**src/rtl/dwc_weight_streamer.sv**
```systemverilog
// Depthwise weight streamer: fetches one 3x3 tap group from weight SRAM and
// emits it as nine contiguous beats into the depthwise PU tap registers.
module dwc_weight_streamer #(
    parameter int UNIT_NUM = 16,
    parameter int DATA_W   = 8,
    parameter int TAP_NUM  = 9,
    parameter int ADDR_W   = 12,
    parameter int GRP_W    = 8,
    parameter int RD_LAT   = 2
) (
    input  logic                         clk,
    input  logic                         rst_n,
    input  logic                         start_i,
    input  logic [ADDR_W-1:0]            base_addr_i,
    input  logic [GRP_W-1:0]             grp_idx_i,
    input  logic                         pu_busy_i,
    output logic                         busy_o,
    output logic                         done_o,
    output logic                         mem_rd_en_o,
    output logic [ADDR_W-1:0]            mem_rd_addr_o,
    input  logic [UNIT_NUM*DATA_W-1:0]   mem_rd_data_i,
    output logic                         w_valid_o,
    output logic [3:0]                   w_idx_o,
    output logic [UNIT_NUM*DATA_W-1:0]   w_data_o
);

    localparam int WORD_W = UNIT_NUM * DATA_W;
    localparam int SUM_W  = ADDR_W + GRP_W + 4;
    localparam logic [3:0] LAST_TAP  = 4'(TAP_NUM - 1);
    localparam logic [2:0] DRAIN_END = 3'(RD_LAT);

    typedef enum logic [2:0] {
        S_IDLE,
        S_WAIT,
        S_ISSUE,
        S_DRAIN,
        S_DONE
    } state_e;

    state_e              state_q, state_d;
    logic [ADDR_W-1:0]   grp_addr_q, grp_addr_d;
    logic [3:0]          tap_q, tap_d;
    logic [2:0]          drain_q, drain_d;
    logic                rd_en_q, rd_en_d;
    logic [ADDR_W-1:0]   rd_addr_q, rd_addr_d;

    // Tag pipeline that travels alongside the SRAM read latency.
    logic                tag_valid_q [RD_LAT];
    logic [3:0]          tag_tap_q   [RD_LAT];

    logic                w_valid_q;
    logic [3:0]          w_idx_q;
    logic [WORD_W-1:0]   w_data_q;

    // NOTE: every signal gets a default before the case so no path leaves a
    // value unassigned, which would otherwise infer a latch.
    always_comb begin
        state_d    = state_q;
        grp_addr_d = grp_addr_q;
        tap_d      = tap_q;
        drain_d    = drain_q;
        rd_en_d    = 1'b0;
        rd_addr_d  = rd_addr_q;

        unique case (state_q)
            S_IDLE: begin
                if (start_i) begin
                    grp_addr_d = ADDR_W'(SUM_W'(base_addr_i)
                                 + SUM_W'(grp_idx_i) * SUM_W'(TAP_NUM));
                    tap_d      = 4'd0;
                    state_d    = S_WAIT;
                end
            end
            S_WAIT: begin
                if (!pu_busy_i) begin
                    state_d   = S_ISSUE;
                    tap_d     = 4'd0;
                    rd_en_d   = 1'b1;
                    rd_addr_d = grp_addr_q;
                end
            end
            S_ISSUE: begin
                // tap_q names the read currently on the SRAM port.
                if (tap_q == LAST_TAP) begin
                    state_d = S_DRAIN;
                    drain_d = 3'd0;
                end else begin
                    tap_d     = tap_q + 4'd1;
                    rd_en_d   = 1'b1;
                    rd_addr_d = grp_addr_q + ADDR_W'(tap_q + 4'd1);
                end
            end
            S_DRAIN: begin
                if (drain_q == DRAIN_END) begin
                    state_d = S_DONE;
                end else begin
                    drain_d = drain_q + 3'd1;
                end
            end
            S_DONE: begin
                state_d = S_IDLE;
            end
            default: begin
                state_d = S_IDLE;
            end
        endcase
    end

    // NOTE: sequential state uses non-blocking assignments so every register
    // samples pre-edge values regardless of statement order.
    always_ff @(posedge clk) begin
        if (!rst_n) begin
            state_q    <= S_IDLE;
            grp_addr_q <= '0;
            tap_q      <= '0;
            drain_q    <= '0;
            rd_en_q    <= 1'b0;
            rd_addr_q  <= '0;
        end else begin
            state_q    <= state_d;
            grp_addr_q <= grp_addr_d;
            tap_q      <= tap_d;
            drain_q    <= drain_d;
            rd_en_q    <= rd_en_d;
            rd_addr_q  <= rd_addr_d;
        end
    end

    // NOTE: only the tag valid bits are reset; tap indices are don't-care
    // whenever their valid bit is low because the output stage gates them.
    always_ff @(posedge clk) begin
        if (!rst_n) begin
            for (int i = 0; i < RD_LAT; i++) begin
                tag_valid_q[i] <= 1'b0;
            end
        end else begin
            tag_valid_q[0] <= rd_en_q;
            for (int i = 1; i < RD_LAT; i++) begin
                tag_valid_q[i] <= tag_valid_q[i-1];
            end
        end
    end

    always_ff @(posedge clk) begin
        tag_tap_q[0] <= tap_q;
        for (int i = 1; i < RD_LAT; i++) begin
            tag_tap_q[i] <= tag_tap_q[i-1];
        end
    end

    // Output stage: the tag reaching the last stage lines up with read data.
    always_ff @(posedge clk) begin
        if (!rst_n) begin
            w_valid_q <= 1'b0;
            w_idx_q   <= '0;
            w_data_q  <= '0;
        end else if (tag_valid_q[RD_LAT-1]) begin
            w_valid_q <= 1'b1;
            w_idx_q   <= tag_tap_q[RD_LAT-1];
            w_data_q  <= mem_rd_data_i;
        end else begin
            w_valid_q <= 1'b0;
            w_idx_q   <= '0;
            w_data_q  <= '0;
        end
    end

    assign busy_o        = (state_q != S_IDLE);
    assign done_o        = (state_q == S_DONE);
    assign mem_rd_en_o   = rd_en_q;
    assign mem_rd_addr_o = rd_addr_q;
    assign w_valid_o     = w_valid_q;
    assign w_idx_o       = w_idx_q;
    assign w_data_o      = w_data_q;

endmodule

```
**config.mk**
```make
export PLATFORM = sky130hd
export DESIGN_NAME = dwc_weight_streamer
export DESIGN_NICKNAME = d
export VERILOG_FILES = /design/src/rtl/dwc_weight_streamer.sv
export SDC_FILE = /design/constraint.sdc
export NUM_CORES = 1
export LEC_CHECK = 0
export ABC_AREA = 1
export BUFFER_PORTS_ARGS = -buffer_cell sky130_fd_sc_hd__buf_2
export CAP_MARGIN = 20
export CELL_PAD_IN_SITES_DETAIL_PLACEMENT = 1
export CELL_PAD_IN_SITES_GLOBAL_PLACEMENT = 1
export CORE_MARGIN = 2
export CORE_UTILIZATION = 33
export DETAILED_ROUTE_END_ITERATION = 7
export PLACE_DENSITY = 0.84
export SLEW_MARGIN = 40
export SYNTH_ARGS = -nofsm -noshare
export SYNTH_HDL_FRONTEND = slang
export SYNTH_SLANG_ARGS = --single-unit
```
**constraint.sdc**
```tcl
create_clock -name clk -period 2.6 [get_ports clk]
set_input_delay 0.52 -clock clk [delete_from_list [all_inputs] [get_ports clk]]
set_output_delay 0.52 -clock clk [all_outputs]
set_load 0.02 [all_outputs]
```
==> impl_metrics.toml <==
[yosys]
synthFlopType = "dfxtp_1"
ys_types = 35
netlist_instances = 827
synth_edf_count = 0
ys_ff_latch = 178
yosysWarnings = 0
syn_avg_cell_area_um2 = 8.09
syn_nets = 1015
synthArstFlopShare_pct = 0
synth-seq-area-share_pct = 53.3
synthesis.area_um2 = 6690

[place]
dp_slack_ns = -0.0967
dpl.cell_count = 1381
place_area_um2 = 8490
place.port_buffers = 299
dp_hpwl_um = 16700
gp_congestion = 0.828

[cells_and_area]
final_nets = 1318
utilization_pct = 45.4
drive_above_1_share_pct = 31.4
final_cell_area_um2 = 9100
fin_cells = 1414
area_growth_pct = 36.0

[clock_tree]
cts_root_buffer = "clkbuf_16"
htreeDepth = 4
cts_buffers = 17
cts_tree = "built"
insertion_delay_ns = 0.43
clk_pin_slew_ns = 0.08
post_cts_buffers = 0
cts_sinks = 178
clk_path_buf_depth = 2
postCtsHoldBufs = 0
cts_resized = 0

[sta]
setup_viol = 0
min_period_ns = 2.26
tightest_slew_ns = 0.595
slew_viol_final = 0
fin_skew_ns = 0.0145
grt_setup_unrepaired = "no"
slew_headroom_pct = 60.3
post-route-period-util_pct = 87.0
whs_ns = 0.290
fin_ws_ns = 0.338
fmax_ghz = 0.442
hold_viol = 0
fin_tns_setup_ns = 0

[global_routing]
grt_pass1_wl_um = 32700
overflow = 0
grt_max_degree = 88
antenna_found_initial = 1
grt_pass1_vias = 6341
track_usage_pct = 19.5

[route]
final_antenna_net_count = 0
drc = 0
vias_per_cell = 4.29
first_iter_violations = 156
drt_pass1_iterations = 4
avgRoutedWirePerCell_um = 14.7
num_vias = 6071
wl_um = 20800

[critical_path]
crit_path_frequent_cell = "nand2_1"
crit_type = "in2reg"
critical_path_required_ns = 2.93
critical_path.top_delay_family = "adder cells"
worstSetupEndpointType = "flip-flop"
rr_startpoint = "tap_q[0]"
path_max_fanout = 4
startpoint_type = "input port"
crit_path_start = "grp_idx_i[3]"
crit_slowest_cell = "fa_1"
crit_path_max_incr_delay_ns = 0.47
critical_path_buf_inv_count = 2
arrival_ns = 2.59
crit_chain = "buf_2 -> ha_1 -> fa_1 -> ha_1 -> a21oi_1 -> nor2_1 -> nor2_1 -> nand2_1 -> nand2_1 -> nand3_1 -> nand2_1 -> inv_1"

[die]
core_um2 = 20000
rows = 52
ios = 300
fp.dieH_um = 146
start_util_pct = 33.4
die_w_um = 146
die_area_um2 = 21400

[hold_path]
worstHoldStart = "mem_rd_data_i[42]"
worst_hold_path_type = "in2reg"

[pwr]
power.total_mw = 7.48
p_leak_nw = 5.34
p_per_area_nw_per_um2 = 822
max-vdd-ir-drop_mv = 0.465

[outcome]
status = "complete, no violations"

[flow_run]
drv_cap = 0
==> layout make-up <==
cell class              count  area [um2]
fillers                  2521       10900
multi-input cells         425        2260
repair buffers            308        1580
diodes                      1        2.50
clock buffers              17         425
flip-flops and latches    178        3560
clock inverters            15         185
well taps                 270         338
inverters                 200         753
==> cells by family after synthesis <==
logic type | share of synthesized area, %
buffers and inverters | 13.1
AOI/OAI and AO/OA | 5.03
adders and majority gates | 7.52
xor gates and xnor gates | 1.05
DFF | 53.3
and+or+nand+nor | 20.0
==> layer usage <==
layer / global-route usage (%) / up-vias / share of wire [%]
li1: - / 3055 / -
met1: 21.4 / 2804 / 40
met2: 35.8 / 171 / 52
met3: 4.03 / 39 / 4.6
met4: 9.66 / 2 / 3.8
met5: 0 / - / 0.077
==> cell usage in the layout, fill, tap and decap left out, types with 2 or more instances in the layout <==
master | netlist | final
nand2_4 | 1 | 2
nand3b_1 | 2 | 2
fa_1 | 7 | 7
clkinv_8 | 0 | 5
buf_4 | 2 | 8
nor3_1 | 4 | 4
nand3_1 | 43 | 43
clkbuf_16 | 0 | 17
o21ai_0 | 18 | 18
xor2_1 | 8 | 8
clkinv_4 | 0 | 4
nand2_1 | 94 | 93
inv_8 | 0 | 4
a31oi_1 | 2 | 2
inv_1 | 196 | 196
a21o_1 | 2 | 2
inv_2 | 3 | 3
nor2_1 | 156 | 156
or2_2 | 3 | 3
dfxtp_1 | 178 | 178
nand4_1 | 8 | 8
a21oi_1 | 33 | 33
buf_2 | 9 | 299
o21bai_1 | 2 | 2
ha_1 | 29 | 29
nand2_2 | 3 | 3
o21ai_1 | 2 | 2
==> state kept, by name, indices dropped and copies added, names as in the netlist <==
name,count
w_data_o,128
w_valid_o,1
tap_q,4
tag_valid_q,2
mem_rd_en_o,1
w_idx_o,4
mem_rd_addr_o,12
grp_addr_q,12
drain_q,3
state_q,3
tag_tap_q,8
==> Yosys cell counts (2+ instances only) <==
| library cell | number | area share (%) |
|---|---|---|
| o21ai_0 | 18 | 1.3 |
| fa_1 | 7 | 2.1 |
| inv_1 | 196 | 11 |
| a21o_1 | 2 | 0.22 |
| or2_2 | 3 | 0.28 |
| buf_6 | 2 | 0.34 |
| nor3_1 | 4 | 0.30 |
| nand4_1 | 8 | 0.75 |
| o21ai_1 | 2 | 0.15 |
| nor2_1 | 156 | 8.8 |
| clkbuf_1 | 10 | 0.56 |
| nand2_2 | 3 | 0.28 |
| a31oi_1 | 2 | 0.19 |
| nand3b_1 | 2 | 0.22 |
| inv_2 | 3 | 0.17 |
| buf_2 | 9 | 0.67 |
| buf_4 | 2 | 0.22 |
| nand3_1 | 43 | 3.2 |
| ha_1 | 29 | 5.4 |
| a21oi_1 | 33 | 2.5 |
| xor2_1 | 8 | 1.0 |
| nand2_1 | 94 | 5.3 |
| dfxtp_1 | 178 | 53 |
| o21bai_1 | 2 | 0.22 |
==> where the power goes <==
part	total [mW]	switching [mW]	leakage (nW)	internal, mW
Sequential	3.16	0.186	1.44	2.98
Clock	2.57	1.26	0.292	1.31
Combinational	1.75	1.13	3.61	0.622
Total	7.48	2.58	5.34	4.90
==> path summary, 6_finish.rpt <==
| kind | slack (ns) | depth (start not counted) | end |
|---|---|---|---|
| max | 0.34 | 12 | grp_addr_q[9] |
| min | 0.29 | 3 | w_data_o[42] |
| max reg2reg | 0.72 | 12 | mem_rd_addr_o[8] |
| min reg2reg | 0.33 | 0 | tag_tap_q[1][1] |
==> worst register-to-register path: stages, from the launching register on <==
cell,delay [ns]
dfxtp_1,0.35
inv_1,0.12
ha_1,0.16
inv_1,0.07
fa_1,0.44
nand3_1,0.11
nand3_1,0.15
nand3_1,0.12
nand2_1,0.05
nand2_1,0.05
nand3_1,0.06
nand3_1,0.07
inv_1,0.04
No activity file was read; power rests on OpenSTA's default activity.
